**config.mk**
```make
export PLATFORM = sky130hd
export DESIGN_NAME = accel_tilt_filter
export DESIGN_NICKNAME = d
export VERILOG_FILES = /design/src/rtl/accel_pkg.sv /design/src/rtl/accel_avg_axis.sv /design/src/rtl/accel_tilt_filter.sv
export SDC_FILE = /design/constraint.sdc
export NUM_CORES = 1
export LEC_CHECK = 0
export BUFFER_PORTS_ARGS = -buffer_cell sky130_fd_sc_hd__buf_2
export CORE_ASPECT_RATIO = 1.5
export CORE_MARGIN = 5
export CORE_UTILIZATION = 35
export CTS_BUF_LIST = sky130_fd_sc_hd__clkbuf_8 sky130_fd_sc_hd__clkbuf_16
export DETAILED_ROUTE_END_ITERATION = 8
export MAX_ROUTING_LAYER = met4
export PLACE_DENSITY = 0.6
export SETUP_SLACK_MARGIN = 0.4
export SYNTH_ARGS = -nofsm -noshare
export SYNTH_HDL_FRONTEND = slang
export SYNTH_SLANG_ARGS = --single-unit
```
**constraint.sdc**
```tcl
create_clock -name clk_50 -period 8 [get_ports clk_50]
set_input_delay 0 -clock clk_50 [delete_from_list [all_inputs] [get_ports clk_50]]
set_output_delay 0 -clock clk_50 [all_outputs]
set_load 0.005 [all_outputs]
```
**src/rtl/accel_pkg.sv**
```systemverilog
`default_nettype none
//============================================================================
// Module   : accel_pkg
// Brief    : Shared sequencer states, history geometry and helpers for the
//            accelerometer tilt filter.
// Revision : 1.0 - initial release
//============================================================================
package accel_pkg;

    localparam int c_hist_depth = 8;
    localparam int c_hist_log2  = 3;
    localparam int c_data_w     = 12;
    localparam int c_sum_w      = c_data_w + c_hist_log2;

    typedef enum logic [2:0] {
        S_WAIT = 3'd0,
        S_X    = 3'd1,
        S_Y    = 3'd2,
        S_Z    = 3'd3,
        S_DONE = 3'd4
    } state_t;

    // Hysteresis update: set wins, then clear, otherwise hold.
    function automatic logic hyst_next(input logic cur, input logic set_cond, input logic clr_cond);
        return set_cond ? 1'b1 : (clr_cond ? 1'b0 : cur);
    endfunction

endpackage
`default_nettype wire

```
**src/rtl/accel_avg_axis.sv**
```systemverilog
`default_nettype none
//============================================================================
// Module   : accel_avg_axis
// Brief    : One axis of the 8-sample moving average (history ring + sum).
// Revision : 1.0 - initial release
//============================================================================
module accel_avg_axis
    import accel_pkg::*;
(
    input  logic                       clk,
    input  logic                       rst,
    input  logic                       en,
    input  logic signed [c_data_w-1:0] sample,
    output logic signed [c_data_w-1:0] avg
);

    logic signed [c_data_w-1:0]  r_hist [c_hist_depth];
    logic [c_hist_log2-1:0]      r_wr_ptr;
    logic signed [c_sum_w-1:0]   r_sum;
    logic signed [c_sum_w-1:0]   w_sum_next;
    logic signed [c_sum_w-1:0]   w_sum_out;

    // While enabled the average already reflects the incoming sample, so the
    // last axis of a sequence can be registered in the same cycle it updates.
    always_comb begin
        w_sum_next = r_sum
                   + {{c_hist_log2{sample[c_data_w-1]}}, sample}
                   - {{c_hist_log2{r_hist[r_wr_ptr][c_data_w-1]}}, r_hist[r_wr_ptr]};
        w_sum_out  = en ? w_sum_next : r_sum;
    end

    // Dropping the low bits is an arithmetic shift right by 3 (floor).
    assign avg = w_sum_out[c_sum_w-1:c_hist_log2];

    always_ff @(posedge clk) begin
        if (rst) begin
            r_wr_ptr <= '0;
            r_sum    <= '0;
            for (int i = 0; i < c_hist_depth; i++) begin
                r_hist[i] <= '0;
            end
        end else if (en) begin
            r_sum            <= w_sum_next;
            r_hist[r_wr_ptr] <= sample;
            r_wr_ptr         <= r_wr_ptr + 1'b1;
        end
    end

endmodule
`default_nettype wire

```
**src/rtl/accel_tilt_filter.sv**
```systemverilog
`default_nettype none
//============================================================================
// Module   : accel_tilt_filter
// Brief    : Periodic 3-axis sampling, 8-sample moving average and
//            hysteretic tilt direction flags.
// Revision : 1.0 - initial release
//============================================================================
module accel_tilt_filter
    import accel_pkg::*;
#(
    parameter int SAMPLE_DIV = 500000,
    parameter int TILT_ON    = 250,
    parameter int TILT_OFF   = 150
) (
    input  logic               clk_50,
    input  logic               reset,
    input  logic signed [11:0] x_acc_reg,
    input  logic signed [11:0] y_acc_reg,
    input  logic signed [11:0] z_acc_reg,
    output logic signed [11:0] x_avg,
    output logic signed [11:0] y_avg,
    output logic signed [11:0] z_avg,
    output logic               avg_valid,
    output logic               tilt_left,
    output logic               tilt_right,
    output logic               tilt_fwd,
    output logic               tilt_back,
    output logic               filter_full
);

    if (SAMPLE_DIV < 5) begin : g_chk_sample_div
        $error("accel_tilt_filter: SAMPLE_DIV must be at least 5");
    end
    if (TILT_OFF >= TILT_ON) begin : g_chk_thresholds
        $error("accel_tilt_filter: TILT_OFF must be below TILT_ON");
    end

    localparam int                        c_cnt_w    = $clog2(SAMPLE_DIV);
    localparam logic [c_cnt_w-1:0]        c_div_last = c_cnt_w'(SAMPLE_DIV - 1);
    localparam logic [c_hist_log2:0]      c_full_cnt = (c_hist_log2 + 1)'(c_hist_depth);
    localparam logic signed [11:0]        c_on_pos   = 12'(TILT_ON);
    localparam logic signed [11:0]        c_off_pos  = 12'(TILT_OFF);
    localparam logic signed [11:0]        c_on_neg   = 12'(-TILT_ON);
    localparam logic signed [11:0]        c_off_neg  = 12'(-TILT_OFF);

    logic [c_cnt_w-1:0]      r_tick_cnt;
    logic                    w_tick;
    state_t                  r_state;
    logic signed [11:0]      r_x_hold, r_y_hold, r_z_hold;
    logic [c_hist_log2:0]    r_samp_cnt;
    logic                    w_full;
    logic signed [11:0]      w_x_avg, w_y_avg, w_z_avg;

    assign w_tick = (r_tick_cnt == c_div_last);
    assign w_full = (r_samp_cnt == c_full_cnt);

    always_ff @(posedge clk_50) begin
        if (reset || w_tick) begin
            r_tick_cnt <= '0;
        end else begin
            r_tick_cnt <= r_tick_cnt + 1'b1;
        end
    end

    accel_avg_axis u_axis_x (.clk(clk_50), .rst(reset), .en(r_state == S_X), .sample(r_x_hold), .avg(w_x_avg));
    accel_avg_axis u_axis_y (.clk(clk_50), .rst(reset), .en(r_state == S_Y), .sample(r_y_hold), .avg(w_y_avg));
    accel_avg_axis u_axis_z (.clk(clk_50), .rst(reset), .en(r_state == S_Z), .sample(r_z_hold), .avg(w_z_avg));

    // Outputs load on entry to S_DONE so they are presented, with the
    // avg_valid pulse, during S_DONE: four cycles after the tick.
    always_ff @(posedge clk_50) begin
        if (reset) begin
            r_state     <= S_WAIT;
            r_x_hold    <= '0;
            r_y_hold    <= '0;
            r_z_hold    <= '0;
            r_samp_cnt  <= '0;
            x_avg       <= '0;
            y_avg       <= '0;
            z_avg       <= '0;
            avg_valid   <= 1'b0;
            tilt_left   <= 1'b0;
            tilt_right  <= 1'b0;
            tilt_fwd    <= 1'b0;
            tilt_back   <= 1'b0;
            filter_full <= 1'b0;
        end else begin
            avg_valid <= 1'b0;
            case (r_state)
                S_WAIT: begin
                    if (w_tick) begin
                        r_x_hold <= x_acc_reg;
                        r_y_hold <= y_acc_reg;
                        r_z_hold <= z_acc_reg;
                        r_state  <= S_X;
                    end
                end
                S_X: begin
                    if (!w_full) begin
                        r_samp_cnt <= r_samp_cnt + 1'b1;
                    end
                    r_state <= S_Y;
                end
                S_Y: r_state <= S_Z;
                S_Z: begin
                    x_avg       <= w_x_avg;
                    y_avg       <= w_y_avg;
                    z_avg       <= w_z_avg;
                    avg_valid   <= 1'b1;
                    filter_full <= w_full;
                    tilt_right  <= w_full & hyst_next(tilt_right, w_x_avg > c_on_pos,  w_x_avg < c_off_pos);
                    tilt_left   <= w_full & hyst_next(tilt_left,  w_x_avg < c_on_neg,  w_x_avg > c_off_neg);
                    tilt_fwd    <= w_full & hyst_next(tilt_fwd,   w_y_avg > c_on_pos,  w_y_avg < c_off_pos);
                    tilt_back   <= w_full & hyst_next(tilt_back,  w_y_avg < c_on_neg,  w_y_avg > c_off_neg);
                    r_state     <= S_DONE;
                end
                S_DONE:  r_state <= S_WAIT;
                default: r_state <= S_WAIT;
            endcase
        end
    end

endmodule
`default_nettype wire

```
Word-level counts from Yosys, hierarchy flattened:

Memories as Yosys holds them, arrays and structs flattened. A register that Yosys moved wholly into a read port is not among the register bits.
Index checks and enable logic that the tools add are counted.

* memories kept: 3
* memory bits (writable): 288
* register bits after elaboration: 158
* output and inout port bits: 42

Memories
* u_axis_x.r_hist: depth 8, bits a word 12, rd ports 1, clocked after Yosys merged registers in 1, wr ports 8, RTL line accel_avg_axis.sv:17 `logic signed [c_data_w-1:0] r_hist [c_hist_depth];`
* u_axis_y.r_hist: depth 8, bits a word 12, rd ports 1, clocked after Yosys merged registers in 1, wr ports 8, RTL line accel_avg_axis.sv:17
* u_axis_z.r_hist: depth 8, bits a word 12, rd ports 1, clocked after Yosys merged registers in 1, wr ports 8, RTL line accel_avg_axis.sv:17

* multiplexer cells: 38
* equality and inequality tests: 6
* $add $sub $neg: 11
* bitwise operators: 5
* order comparisons: 8
* reductions and logical operators: 7

Operators with widths (number)
* 12-bit by 9-bit > comparator with 1-bit output, second input constant: 4
* 12-bit by 9-bit < comparator with 1-bit output, second input constant: 4
* 15-bit adder: 3
* 15-bit subtractor: 3
* 12-bit two-way mux: 3
* 12-bit OR reduction: 3
* 15-bit two-way mux: 2
* 3-bit two-way mux: 10
* 1-bit two-way mux: 22
* 19-bit by 1-bit adder with 19-bit output, second input constant: 1
* 19-bit equality test, second input constant: 1
* 3-bit case mux with 4 select lines: 1
* 3-bit by 1-bit adder with 3-bit output, second input constant: 3
* 3-bit by 2-bit equality test with 1-bit output, second input constant: 2
* 4-bit by 1-bit adder with 4-bit output, second input constant: 1
* 1-bit bitwise AND: 4
* 4-bit equality test, second input constant: 1
* 2-bit AND reduction: 2
* 3-bit by 1-bit equality test with 1-bit output, second input constant: 1
* 3-bit zero test: 1
* 2-bit inequality test, second input constant: 1
* 1-bit logical OR: 1
* 1-bit NOT: 1

Logic depth before layout (Yosys ltp):

* depth after elaboration: 7
* gate-level depth with buffers: 18

By module:

A second synthesis with hierarchy kept.

* cell total of the unflattened synthesis: 2086
* area total of the unflattened synthesis: 23242.3 µm²

By module, submodules not included
* accel_avg_axis at u_axis_y: area an instance 6356.1 µm², cells an instance 529, times used 1
* accel_avg_axis at u_axis_x: area an instance 6206.0 µm², cells an instance 514, times used 1
* accel_avg_axis at u_axis_z: area an instance 6175.9 µm², cells an instance 507, times used 1
* accel_tilt_filter: area an instance 4504.3 µm², cells an instance 536, times used 1

Least setup slack after synthesis:

OpenSTA, ideal clock, no wires.

* kind: register -> register
* start: register with a tool-made name
* end: register tilt_left
* data arrival time: 4.518 ns
* buffers on the path: 2
* stages on the path, launching flop included: 19
* required time: 7.877 ns
* slack: 3.359 ns
* library setup time: 0.123 ns
* cell sequence: dfxtp_1 clkbuf_1 buf_1 mux4_2 mux2_2 ha_1 inv_1 ha_1 inv_1 fa_1 nand2b_1 a21oi_4 o221ai_1 and3_1 o31ai_4 nor3_1 o211a_1 a2111oi_2 o21ai_1

RTL lines
* end signal, assigned: RTL line accel_tilt_filter.sv:112 `tilt_left <= w_full & hyst_next(tilt_left, w_x_avg < c_on_neg, w_x_avg > c_off_neg);`
* end, declared: RTL line accel_tilt_filter.sv:24 `output logic tilt_left,`

==> summary.md <==
| Metric | Value |
|---|---|
| Drt pass-1 iters | `5` |
| Detailed-route DRC error count | `0` |
| HPWL after DPL | `approximately 38 mm` |
| Post-Synth Adder-Cell Area | `6.826%` |
| Crit Path Max Fanout | `24` |
| Post-Route Setup TNS | `0 ns` |
| CTS buffer count | `43` |
| Post-Syn Area | `0.02222 mm^2` |
| Clock slew at reported path FFs | `approximately 0.070 ns` |
| Clock buffer depth | `3` |
| I/O pin count | `80` |
| Final period util | `between 50 and 60%` |
| Crit end category | `register` |
| RSZ-0062 raised after global routing | `no` |
| ANT nets after route | `0` |
| Via Count | `14980` |
| Die W | `approximately 220 um` |
| Cell variety after synth | `77` |
| Mapped Nets | `roughly 2100` |
| Die footprint | `a little under 0.07 mm^2` |
| Sequential element share of the synthesized area | `52.89%` |
| Most common cell after layout, fill and taps aside | `edfxtp_1` |
| Root buffer cell | `clkbuf_16` |
| Leakage power | `8.836 nW` |
| Clk sink count | `443` |
| FFs w/ async S/R, synth | `0%` |
| R2r setup slk | `3.31 ns` |
| Status | `complete, no violations` |
| Std cell rows | `~110` |
| Worst-Margin Slew | `1.334 ns` |
| P&R area growth vs syn | `12.90%` |
| Power Density | `190.0 mW/mm^2` |
| Final Max Tran Viols | `0` |
| Placed cell count | `2737` |
| Main combinational cell family by area after synthesis | `simple AND/OR/NAND/NOR gates` |
| Setup ws final | `3.306 ns` |
| Syn Inst Count | `between 1500 and 2000` |
| Total Routing Usage GR | `16.16%` |
| Pin count of the biggest net entering global routing | `67` |
| Initial antenna violation count | `1` |
| Slew margin rel. | `between 10% and 20%` |
| Flops & latches, synth | `443` |
| Commonest non-fill, non-tap cells in the layout | `edfxtp_1, inv_1, dfxtp_1, nand2_1, nor3_1` |
| Post-synth EDFFs | `288` |
| Simple-Gate Fraction of Synth Area | `16.48%` |
| Minimum clock period | `4.694 ns` |
| CORE AREA | `0.06320 mm^2` |
| Routability Congestion | `approximately 0.8` |
| Filler cells | `5988` |
| Vias/cell | `5.249` |
| Fraction of layout cells with a size suffix above 1 | `approximately 16%` |
| Required time worst endpoint | `about 8.5 ns` |
| Setup Skew | `~0.027 ns` |
| Xor and xnor area share after synthesis | `under 10%` |
| CTS tree | `yes` |
| Worst EP arrival | `5.18 ns` |
| First DRT Iteration DRCs | `~850` |
| Port Buf Inserts | `79` |
| MaxCap Viol Count | `0` |
| Final Power | `approximately 0.0048 W` |
| Vias in the first global route | `15570` |
| Synthesized area per cell | `11.29 um^2` |
| Startpoint Class | `register` |
| Worst min path class | `primary input to register` |
| Pre-CTS setup slack | `3.301 ns` |
| WL per Instance | `19.23 um` |
| Critical Setup Path Class | `register to register` |
| H-tree levels | `2` |
| Post-CTS Resized | `0` |
| Synth Warn # | `0` |
| Fin cells | `2854` |
| Hold Slack | `between 0.2 and 0.25 ns` |
| Worst VDD drop | `roughly 0.13 mV` |
| Worst-skew pair later-pin latency | `0.56 ns` |
| Die height | `about 320 um` |
| WL final | `54.89 mm` |
| Final Hold Fails | `0` |
| Synth Area in Compound Gates | `6.527%` |
| First-pass GRT wire length | `86.85 mm` |
| FMAX | `~210 MHz` |
| Mux contribution to synthesized area | `9.343%` |
| Initial Utilization | `35.15%` |
| # nets final | `2148` |
| Setup-failing EPs final | `0` |
| Worst Hold Depth | `4` |
| Total grt overflow | `0` |
| Reg2reg path depth | `14` |
| Synth Flop Type | `edfxtp_1` |
==> layout make-up <==
type | instances | area, um^2 | area share (%)
diodes | 1 | 2.502 | 0.009977
clock buffers | 49 | 1159 | 4.619
clock inverters | 30 | 289.0 | 1.152
inverters | 180 | 675.6 | 2.694
multi-input cells | 1198 | 9185 | 36.62
flip-flops and latches | 443 | 11750 | 46.85
well taps | 805 | 1007 | 4.016
repair buffers | 148 | 1012 | 4.036
==> per-stage QoR <==
stage	utilization [%]	instance area, um^2
3_3_place_gp	36.81	23260
2_1_floorplan	-	22220
6_report	39.69	25080
4_1_cts	39.68	25080
5_1_grt	39.69	25080
3_5_place_dp	36.81	23260
==> critical path, cell delays in order, from the launching register on <==
cell and delay, ns:
dfxtp_1 0.31, buf_4 0.42, mux4_2 0.56, mux2_2 0.29, fa_1 0.54, inv_1 0.06, ha_1 0.30, a211oi_2 0.33
nor3_1 0.12, o21ai_2 0.22, o21ai_0 0.12, o31ai_1 0.77, a41oi_1 0.23, nor2_1 0.16, a2bb2oi_1 0.16
==> cell usage after synthesis, types with 16 or more instances <==
master	n	share of area, %
fa_1	42	3.8
ha_1	54	3.0
o21ai_0	16	0.36
nor4_1	124	3.5
edfxtp_1	288	39
a211oi_1	23	0.78
dfxtp_1	155	14
or2_2	26	0.73
nand2_1	150	2.5
nor3_1	142	3.2
xnor2_1	32	1.3
inv_1	158	2.7
nor2_1	133	2.2
and2_1	66	1.9
xor2_1	22	0.87
a21oi_1	82	1.8
clkbuf_1	110	1.9
clkinv_1	22	0.37
mux2_2	33	1.7
buf_1	17	0.29
mux4_2	72	7.3
==> worst paths after layout <==
check | startpoint | endpoint
hold / removal | y_acc_reg[7] | r_y_hold[7]$_SDFFE_PP0P_
hold reg to reg | u_axis_z.r_sum[2]$_SDFFE_PP0P_ | u_axis_z.r_sum[2]$_SDFFE_PP0P_
setup / recovery | register | tilt_fwd$_SDFFE_PP0P_
setup reg to reg | register | tilt_fwd$_SDFFE_PP0P_
==> metal layers <==
metal	GRT usage, %	up-vias	share of wire [%]
met4	4.952	0	2.7
li1	-	7164	-
met2	29.76	343	54
met1	18.39	7395	40
met3	1.797	78	3.7
met5	-	-	0
==> kinds of logic after synthesis <==
logic type / count (synthesis)
flip-flops: 443
XOR/XNOR: 54
AO/OA/AOI/OAI: 211
AND/OR/NAND/NOR: 725
multiplexers: 112
adder cells (fa/ha/maj): 96
buffers and inverters: 327
==> state kept, by name, summed over array words and instances, names as in the netlist, 3 cells and up, named ones only <==
name,cells
u_axis_x.r_wr_ptr,3
z_avg,12
r_x_hold,12
u_axis_y.r_sum,15
r_y_hold,12
u_axis_z.r_hist,96
u_axis_x.r_sum,15
u_axis_z.r_sum,3
y_avg,12
u_axis_x.r_hist,96
u_axis_y.r_hist,96
r_z_hold,12
u_axis_z.r_wr_ptr,3
r_tick_cnt,19
r_samp_cnt,4
r_state,3
x_avg,12
u_axis_y.r_wr_ptr,3
==> timing repair <==
item,4_1_cts,5_1_grt
endpoints found under the hold margin,79,0
setup buffers,0,0
hold buffers,37,0
==> where the power goes <==
group          internal [W]  switching [W]
Sequential          0.00248      0.0000153
Combinational     0.0000722       0.000105
Clock               0.00118       0.000915
No activity file was read; power rests on OpenSTA's default activity.
